--- config.mk ---
export PLATFORM = sky130hd
export DESIGN_NAME = haar_database_arbiter
export DESIGN_NICKNAME = d
export VERILOG_FILES = /design/src/rtl/haar_database_arbiter.sv
export SDC_FILE = /design/constraint.sdc
export NUM_CORES = 1
export LEC_CHECK = 0
export BUFFER_PORTS_ARGS = -buffer_cell sky130_fd_sc_hd__clkbuf_2
export CAP_MARGIN = 15
export CORE_ASPECT_RATIO = 1.4
export CORE_MARGIN = 1.5
export CORE_UTILIZATION = 47
export DETAILED_ROUTE_END_ITERATION = 7
export GPL_TIMING_DRIVEN = 0
export PLACE_DENSITY = 0.66
export SLEW_MARGIN = 20
export SYNTH_ARGS = -nofsm -noshare
export SYNTH_HDL_FRONTEND = slang
export SYNTH_SLANG_ARGS = --single-unit
--- constraint.sdc ---
create_clock -name clk -period 6 [get_ports clk]
set_input_delay 0.9 -clock clk [delete_from_list [all_inputs] [get_ports clk]]
set_output_delay 0.9 -clock clk [all_outputs]
set_load 0.01 [all_outputs]
--- src/rtl/haar_database_arbiter.sv ---
// Shares one cascade-database ROM among several window-inspection engines: grants one owner,
// streams all TOTAL words with aligned indices/end flags, then releases. Option: HAAR_ARB_FIXED_PRIORITY_EN.
module haar_database_arbiter #(
  parameter int NUM_REQUESTERS           = 4,
  parameter int DATA_WIDTH_12            = 12,
  parameter int DATA_WIDTH_16            = 16,
  parameter int NUM_PARAM_PER_CLASSIFIER = 18,
  parameter int NUM_CLASSIFIERS          = 2,
  parameter int NUM_TREES                = 2
) (
  input  logic                      clk,
  input  logic                      reset,
  input  logic [NUM_REQUESTERS-1:0] i_database_request,
  output logic [NUM_REQUESTERS-1:0] o_grant,
  output logic                      o_rom_ren,
  output logic [DATA_WIDTH_12-1:0]  o_rom_addr,
  input  logic [DATA_WIDTH_16-1:0]  i_rom_data,
  output logic [DATA_WIDTH_16-1:0]  o_data,
  output logic                      o_data_valid,
  output logic [DATA_WIDTH_12-1:0]  o_index_database,
  output logic [DATA_WIDTH_12-1:0]  o_index_classifier,
  output logic [DATA_WIDTH_12-1:0]  o_index_tree,
  output logic                      o_end_single_classifier,
  output logic                      o_end_tree,
  output logic                      o_end_database,
  output logic                      o_busy
);

  localparam int TOTAL = NUM_PARAM_PER_CLASSIFIER * NUM_CLASSIFIERS * NUM_TREES;
  localparam int IW    = (NUM_REQUESTERS > 1) ? $clog2(NUM_REQUESTERS) : 1;

  localparam logic [DATA_WIDTH_12-1:0] LAST_LIN = DATA_WIDTH_12'(TOTAL - 1);
  localparam logic [DATA_WIDTH_12-1:0] LAST_P   = DATA_WIDTH_12'(NUM_PARAM_PER_CLASSIFIER - 1);
  localparam logic [DATA_WIDTH_12-1:0] LAST_C   = DATA_WIDTH_12'(NUM_CLASSIFIERS - 1);
  localparam logic [DATA_WIDTH_12-1:0] LAST_T   = DATA_WIDTH_12'(NUM_TREES - 1);

  typedef enum logic [1:0] {S_IDLE, S_STREAM, S_DRAIN, S_RELEASE} state_t;

  state_t                      r_state;
  state_t                      w_next;
  logic [NUM_REQUESTERS-1:0]   r_grant;
  logic [IW-1:0]               r_owner;
  logic [IW-1:0]               r_last;
  logic [DATA_WIDTH_12-1:0]    r_lin;
  logic [DATA_WIDTH_12-1:0]    r_p;
  logic [DATA_WIDTH_12-1:0]    r_c;
  logic [DATA_WIDTH_12-1:0]    r_t;

  logic                        r_vld_p1;
  logic [DATA_WIDTH_12-1:0]    r_idx_db_p1;
  logic [DATA_WIDTH_12-1:0]    r_idx_cls_p1;
  logic [DATA_WIDTH_12-1:0]    r_idx_tree_p1;
  logic                        r_end_cls_p1;
  logic                        r_end_tree_p1;
  logic                        r_end_db_p1;

  logic                        w_start;
  logic                        w_ren;
  logic [IW-1:0]               w_pick;
  logic                        w_owner_req;
  logic                        w_end_cls;
  logic                        w_end_tree;
  logic                        w_end_db;

  // Winner selection; the loop runs from lowest to highest priority so the last hit wins.
  function automatic logic [IW-1:0] f_pick(input logic [NUM_REQUESTERS-1:0] req,
                                           input logic [IW-1:0]             last);
    logic [IW-1:0] sel;
    logic [IW-1:0] idx;
    sel = last;
`ifdef HAAR_ARB_FIXED_PRIORITY_EN
    for (int k = NUM_REQUESTERS - 1; k >= 0; k--) begin
      idx = IW'(k);
      if (req[idx]) sel = idx;
    end
`else
    for (int k = NUM_REQUESTERS; k >= 1; k--) begin
      idx = IW'((int'(last) + k) % NUM_REQUESTERS);
      if (req[idx]) sel = idx;
    end
`endif
    return sel;
  endfunction

  assign w_pick      = f_pick(i_database_request, r_last);
  assign w_owner_req = i_database_request[r_owner];
  assign w_end_cls   = (r_p == LAST_P);
  assign w_end_tree  = w_end_cls && (r_c == LAST_C);
  assign w_end_db    = w_end_tree && (r_t == LAST_T);

  always_ff @(posedge clk or posedge reset) begin
    if (reset) r_state <= S_IDLE;
    else       r_state <= w_next;
  end

  always_comb begin
    w_next  = r_state;
    w_start = 1'b0;
    w_ren   = 1'b0;
    case (r_state)
      S_IDLE: begin
        if (|i_database_request) begin
          w_start = 1'b1;
          w_next  = S_STREAM;
        end
      end
      S_STREAM: begin
        // A dropped owner request cancels this cycle's read; the word already in flight still lands.
        if (!w_owner_req) begin
          w_next = S_DRAIN;
        end else begin
          w_ren = 1'b1;
          if (r_lin == LAST_LIN) w_next = S_DRAIN;
        end
      end
      S_DRAIN:   w_next = S_RELEASE;
      S_RELEASE: w_next = S_IDLE;
      default:   w_next = S_IDLE;
    endcase
  end

  always_ff @(posedge clk or posedge reset) begin
    if (reset) begin
      r_grant <= '0;
      r_owner <= '0;
      r_last  <= IW'(NUM_REQUESTERS - 1);
      r_lin   <= '0;
      r_p     <= '0;
      r_c     <= '0;
      r_t     <= '0;
    end else begin
      if (w_start) begin
        r_grant <= NUM_REQUESTERS'(1) << w_pick;
        r_owner <= w_pick;
        r_lin   <= '0;
        r_p     <= '0;
        r_c     <= '0;
        r_t     <= '0;
      end else if (w_ren) begin
        r_lin <= r_lin + 1'b1;
        if (w_end_cls) begin
          r_p <= '0;
          if (r_c == LAST_C) begin
            r_c <= '0;
            r_t <= (r_t == LAST_T) ? '0 : r_t + 1'b1;
          end else begin
            r_c <= r_c + 1'b1;
          end
        end else begin
          r_p <= r_p + 1'b1;
        end
      end
      if (r_state == S_DRAIN)   r_grant <= '0;
      if (r_state == S_RELEASE) r_last  <= r_owner;
    end
  end

  // ---- read stage -> output stage (_p1): ROM data arrives alongside these ----
  always_ff @(posedge clk or posedge reset) begin
    if (reset) begin
      r_vld_p1      <= 1'b0;
      r_idx_db_p1   <= '0;
      r_idx_cls_p1  <= '0;
      r_idx_tree_p1 <= '0;
      r_end_cls_p1  <= 1'b0;
      r_end_tree_p1 <= 1'b0;
      r_end_db_p1   <= 1'b0;
    end else begin
      r_vld_p1      <= w_ren;
      r_end_cls_p1  <= w_ren & w_end_cls;
      r_end_tree_p1 <= w_ren & w_end_tree;
      r_end_db_p1   <= w_ren & w_end_db;
      if (w_ren) begin
        r_idx_db_p1   <= r_lin;
        r_idx_cls_p1  <= r_c;
        r_idx_tree_p1 <= r_t;
      end
    end
  end

  assign o_grant                 = r_grant;
  assign o_rom_ren               = w_ren;
  assign o_rom_addr              = w_ren ? r_lin : '0;
  assign o_data                  = r_vld_p1 ? i_rom_data : '0;
  assign o_data_valid            = r_vld_p1;
  assign o_index_database        = r_idx_db_p1;
  assign o_index_classifier      = r_idx_cls_p1;
  assign o_index_tree            = r_idx_tree_p1;
  assign o_end_single_classifier = r_end_cls_p1;
  assign o_end_tree              = r_end_tree_p1;
  assign o_end_database          = r_end_db_p1;
  assign o_busy                  = (r_state != S_IDLE);

endmodule

==> impl_metrics.yaml, run 1 <==
yosys:
  synth-warning-count: 0
  syn_area_um2: 4812
  synth.distinct_cells: 49
  synth_edf_count: 0
  syn_area_per_cell_um2: 9.417
  ys_dominant_reg_cell: "dfrtp_1"
  yosys.area.top_type: "dfrtp_1"
  netlist_instances: 511
  synth_top_area_share_pct: 49.92
  ys_seq_elements: 98
  async_reset_ff_share_pct: 100.0
  synth_nets: 545
  synthTopCellsByArea: "dfrtp_1 50%, nand2_1 7.4%, o21ai_0 3.8%"
  synth-seq-area-share_pct: 51.01
global_routing:
  grt_overflow_total: 0
  grt_usage_pct: 22.37
  grt_max_degree: 80
  grt_pass1_wl_um: 18890
  grt_pass1_vias: 4032
  antenna_found_initial: 0
floorplanning:
  die_area_um2: 10860
  die_x_um: 88.52
  row_count: 43
  coreArea_um2: 9953
  start_util_pct: 48.35
  io_pins: 96
  die_h_um: 122.7
setup_path:
  cp-start-kind: "input pin"
  arrival_ns: 2.88
  r2r_cells: 10
  crit_type: "in2out"
  cp.required_ns: 5.10
  crit_fanout: 11
  endpoint_kind: "output pin"
routing:
  antenna_left: 0
  wl_um: 11390
  drtIter0Drc: 186
  first_pass_iters: 5
  vias: 4152
  viasPerCell: 5.478
  drc: 0
  wl_per_cell_um: 15.02
sta:
  period_minus_slack_ns: 3.775
  rsz0062_at_grt: "no"
  max_freq_mhz: 264.9
  hold_violations: 0
  drv_slew: 0
  tns_ns: 0
  fin_worst_skew_ns: 0.003909
  slew_headroom_pct: 42.51
  setup_viol: 0
  period_share_pct: 62.92
  worst_pin_slew_ns: 0.8513
clock_tree:
  clock-sinks: 98
  clk_latency_ns: 0.35
  cts_made_buffers: 9
  cts_tree: "done"
  clockBufferDepth: 2
  cts-resized-gates: 0
  clkTransAtPathRegs_ns: 0.06
  hold_buffers: 0
  postCtsSetupRepairBufs: 0
  cts-root-buf: "clkbuf_16"
  cts.htree.levels: 3
worst_hold_path:
  hold_class: "reg2reg"
  hold_depth: 2
flow_run:
  cap_violations: 0
final_layout:
  drive_gt1_share_pct: 20.39
  syn2layout_area_growth_pct: 21.40
  final_cell_mix: "96 x dfrtp_1, 95 x nand2_1, 95 x clkbuf_2"
  layout_commonest_cell: "dfrtp_1"
  diodes: 0
  fin_util_pct: 58.69
  nFillCells: 876
  final_nets: 652
outcome:
  status: "complete, no violations"
pwr:
  peakVddDrop_uv: 186.0
  p_per_area_nw_per_um2: 353.3
  power_leakage_nw: 3.016
placed_design:
  hpwl_um: 8160
  portBuffers: 95
  routabilityCongestion: 0.8678
cell usage after synthesis (3+ instances only):
master	n
ha_1	12
o21ai_0	37
or3_1	3
clkbuf_1	18
nor4_1	5
or4_1	4
a21oi_1	11
nand2_1	95
inv_1	12
nor2b_1	7
xor2_1	17
nor2_1	38
nor3_1	8
and3_1	10
nand4_1	9
and2_1	28
nand2b_1	5
o2111ai_1	7
o31ai_1	10
buf_1	3
a21o_1	12
nand3_1	20
xnor2_1	3
dfrtp_1	96
a31oi_1	6
and4_1	4
mux2_2	3
metal layers:
layer	wire (µm)	vias up	GRT usage [%]
met1	4542	1976	25.79
li1	-	1993	-
met4	293	0	10.94
met3	554	23	2.757
met5	0	-	0
met2	5996	160	40.27
cells by family after synthesis:
| group | share of synthesized area (%) |
|---|---|
| and+or+nand+nor | 25.48 |
| DFF | 51.01 |
| AOI/OAI and AO/OA | 12.71 |
| buffers and inverters | 2.912 |
| xor gates and xnor gates | 3.640 |
| adders and majority gates | 3.120 |
| muxes | 1.118 |
area by class of cell:
| type | instances | area [µm²] | area share (%) |
|---|---|---|---|
| multi-input cells | 378 | 2217 | 37.95 |
| clock buffers | 11 | 252.7 | 4.326 |
| plain buffers | 23 | 95.09 | 1.628 |
| inverters | 12 | 50.05 | 0.8567 |
| well taps | 135 | 168.9 | 2.891 |
| clock inverters | 5 | 100.1 | 1.713 |
| repair buffers | 96 | 503.0 | 8.610 |
| flip-flops and latches | 98 | 2455 | 42.02 |
path summary, 6_finish.rpt:
kind,start,endpoint,slack (ns)
setup / recovery,i_database_request[3],o_rom_ren,2.22
hold / removal,o_index_tree[9],o_index_tree[9],0.46
setup reg to reg,r_state[1],o_index_tree[5],3.44
hold reg to reg,o_index_tree[9],o_index_tree[9],0.46
max in group asynchronous,reset,r_last[0],4.87
min in group asynchronous,reset,o_index_database[6],0.47
flip-flops by register name, indices dropped and copies added (netlist names), 2 cells and up:
register / count
r_lin: 12
r_c: 12
r_owner: 2
r_last: 2
o_grant: 4
o_index_database: 12
o_index_tree: 12
o_index_classifier: 12
r_state: 2
r_t: 12
r_p: 12
worst max-delay path: stages:
cell	delay (ns)
clkbuf_2	0.15
mux2i_1	0.09
o22a_1	0.21
inv_1	0.13
buf_2	0.25
buf_1	0.47
clkbuf_1	0.45
clkbuf_2	0.22
where the power goes:
group / total (W) / leakage [nW] / switching (W) / internal [W]
registers: 0.000785 / 1.35 / 0.0000625 / 0.000723
clock network: 0.000672 / 0.176 / 0.000244 / 0.000429
logic: 0.000606 / 1.49 / 0.000399 / 0.000207
total: 0.00206 / 3.02 / 0.000706 / 0.00136
metrics by stage:
step | cell area, µm² | worst slack, ns | instances | total power, W | hold WS, ns
finish | 5842 | 2.225 | 758 | 0.002064 | 0.4628
global placement | 5456 | 1.449 | 741 | 0.001384 | 0.4504
CTS | 5842 | 2.194 | 758 | 0.002084 | 0.4706
detailed placement | 5489 | 2.212 | 742 | 0.001409 | 0.4561
floorplan | 4812 | 2.541 | 511 | 0.001193 | 0.4579
global route | 5842 | 2.010 | 758 | 0.002186 | 0.4839
Note: power is estimated with default switching activity, not from simulation.
==> run 2, diff against run 1 <==
--- a/config.mk
+++ b/config.mk
@@ -12,7 +12,7 @@
 export CORE_UTILIZATION = 47
 export DETAILED_ROUTE_END_ITERATION = 7
 export GPL_TIMING_DRIVEN = 0
-export PLACE_DENSITY = 0.66
+export PLACE_DENSITY = 0.69
 export SLEW_MARGIN = 20
 export SYNTH_ARGS = -nofsm -noshare
 export SYNTH_HDL_FRONTEND = slang
==> constraint.sdc (replaced) <==
create_clock -name clk -period 3.3 [get_ports clk]
set_input_delay 0.495 -clock clk [delete_from_list [all_inputs] [get_ports clk]]
set_output_delay 0.495 -clock clk [all_outputs]
set_load 0.01 [all_outputs]
==> run 2 against run 1 <==
Cell count is 0.13% lower. Clock skew is 0.0047 ns higher. Hold slack worse by 0.41 ns. Worst setup slack worse by 1.9 ns. Global-route usage is 0.39 points lower. Flip-flop and latch count stayed put. Non-clock buffer count is 1 lower. Critical path depth stayed put. Critical endpoint unchanged. Largest cell class unchanged. Largest power group unchanged.
==> impl_metrics.yaml, run 2 (synthesized netlist as in run 1, its figures left out) <==
clock_tree:
  clk_latency_ns: 0.35
  postCtsSetupRepairBufs: 0
  cts_made_buffers: 9
  clock-sinks: 98
  clkTransAtPathRegs_ns: 0.07
  clockBufferDepth: 2
  cts-resized-gates: 0
  cts.htree.levels: 3
  cts_tree: "done"
  hold_buffers: 0
  cts-root-buf: "clkbuf_16"
placed_design:
  dp.cells: 742
  hpwl_um: 8046
  routabilityCongestion: 0.8572
  portBuffers: 95
routing:
  first_pass_iters: 5
  drtIter0Drc: 246
  wl_per_cell_um: 14.66
  antenna_left: 0
  wl_um: 11100
  drc: 0
  viasPerCell: 5.465
  vias: 4137
worst_hold_path:
  hold_class: "in2async"
sta:
  period_minus_slack_ns: 3.007
  worst_pin_slew_ns: 0.7767
  rsz0062_at_grt: "no"
  tns_ns: 0
  max_freq_mhz: 332.5
  hold_violations: 0
  fin_worst_skew_ns: 0.008646
  slew_headroom_pct: 47.54
  drv_slew: 0
  period_share_pct: 91.13
  setup_viol: 0
global_routing:
  grt_max_degree: 83
  grt_use_met2_pct: 39.69
  grtUsageMet3_pct: 2.757
  grt_pass1_vias: 3932
  busiest_layer: "met2"
  grt_pass1_wl_um: 18330
  grt_overflow_total: 0
  grt_usage_pct: 21.99
  grt_util_met1_pct: 25.38
  antenna_found_initial: 0
outcome:
  status: "complete, no violations"
final_layout:
  final_cell_mix: "96 x dfrtp_1, 95 x nand2_1, 95 x clkbuf_2"
  syn2layout_area_growth_pct: 20.80
  drive_gt1_share_pct: 20.42
  final_nets: 651
  final_cells: 757
  layout_commonest_cell: "dfrtp_1"
  diodes: 0
setup_path:
  endpoint_kind: "output pin"
  cp.required_ns: 2.80
  regToRegSetupSlack_ns: 0.74
  cp_slowest_cell: "dfrtp_1"
  max_stage_delay_ns: 0.41
  crit_fanout: 19
  arrival_ns: 2.51
  crit_type: "reg2out"
  cp-start-kind: "flip-flop"
  crit_chain: "inv_1 -> ha_1 -> nand2_1 -> o22a_1 -> inv_1 -> buf_2 -> clkbuf_1 -> clkbuf_2"
  cp_common_cell: "inv_1"
floorplanning:
  io_pins: 96
  start_util_pct: 48.35
  die_x_um: 88.52
  die_area_um2: 10860
  coreArea_um2: 9953
  die_h_um: 122.7
  row_count: 43
pwr:
  peakVddDrop_uv: 388.5
  power_leakage_nw: 2.994
  p_per_area_nw_per_um2: 630.4
flow_run:
  cap_violations: 0
## run 2: final cells by class
class | count | area, µm²
flip-flops and latches | 98 | 2455
multi-input cells | 378 | 2217
clock buffers | 10 | 239.0
fillers | 860 | 4140
plain buffers | 22 | 91.34
well taps | 135 | 168.9
clock inverters | 6 | 88.84
inverters | 12 | 50.05
repair buffers | 96 | 503.0
## run 2: per-layer routing
| metal | up-vias | share of wire [%] |
|---|---|---|
| li1 | 1996 | - |
| met1 | 1967 | 41 |
| met2 | 160 | 52 |
| met3 | 14 | 4.5 |
| met4 | 0 | 2.2 |
| met5 | - | 0 |
## run 2: worst paths after layout
path | end | from | cells after the start
worst max-delay path | o_rom_ren | r_state[1] | 8
max in group asynchronous | o_index_tree[0] | reset | 3
worst min-delay path | o_index_database[4] | reset | 2
worst max register to register | r_c[11] | r_state[1] | 10
min in group clk | o_index_tree[7] | o_index_tree[7] | 2
worst min register to register | o_index_tree[7] | o_index_tree[7] | 2
## run 2: worst max-delay path, delay by kind of cell (launching register included)
family          cells  cell delay (ns)
compound gates      1             0.23
fa+ha+maj           1             0.19
buf+inv             5             1.26
simple gates        1             0.06
flops               1             0.41
## run 2: power breakdown
| part | leakage, nW | switching [W] | internal, W |
|---|---|---|---|
| combinational | 1.49 | 0.000717 | 0.000374 |
| sequential | 1.35 | 0.000118 | 0.00131 |
| clock | 0.155 | 0.000457 | 0.000686 |
| total | 2.99 | 0.00129 | 0.00237 |
## run 2: per-stage QoR
stage	hold WS (ns)	setup WS, ns	utilization (%)	power (W)	instance area (µm²)
after global placement	0.4514	-0.7843	54.82	0.002506	5456
after detailed placement	0.4257	0.3059	55.15	0.002556	5489
after CTS	0.05431	0.2523	58.40	0.003700	5813
after floorplan	0.4579	0.2462	-	0.002170	4812
after global routing	0.07026	0.1028	58.40	0.003887	5813
final	0.05085	0.2929	58.40	0.003665	5813
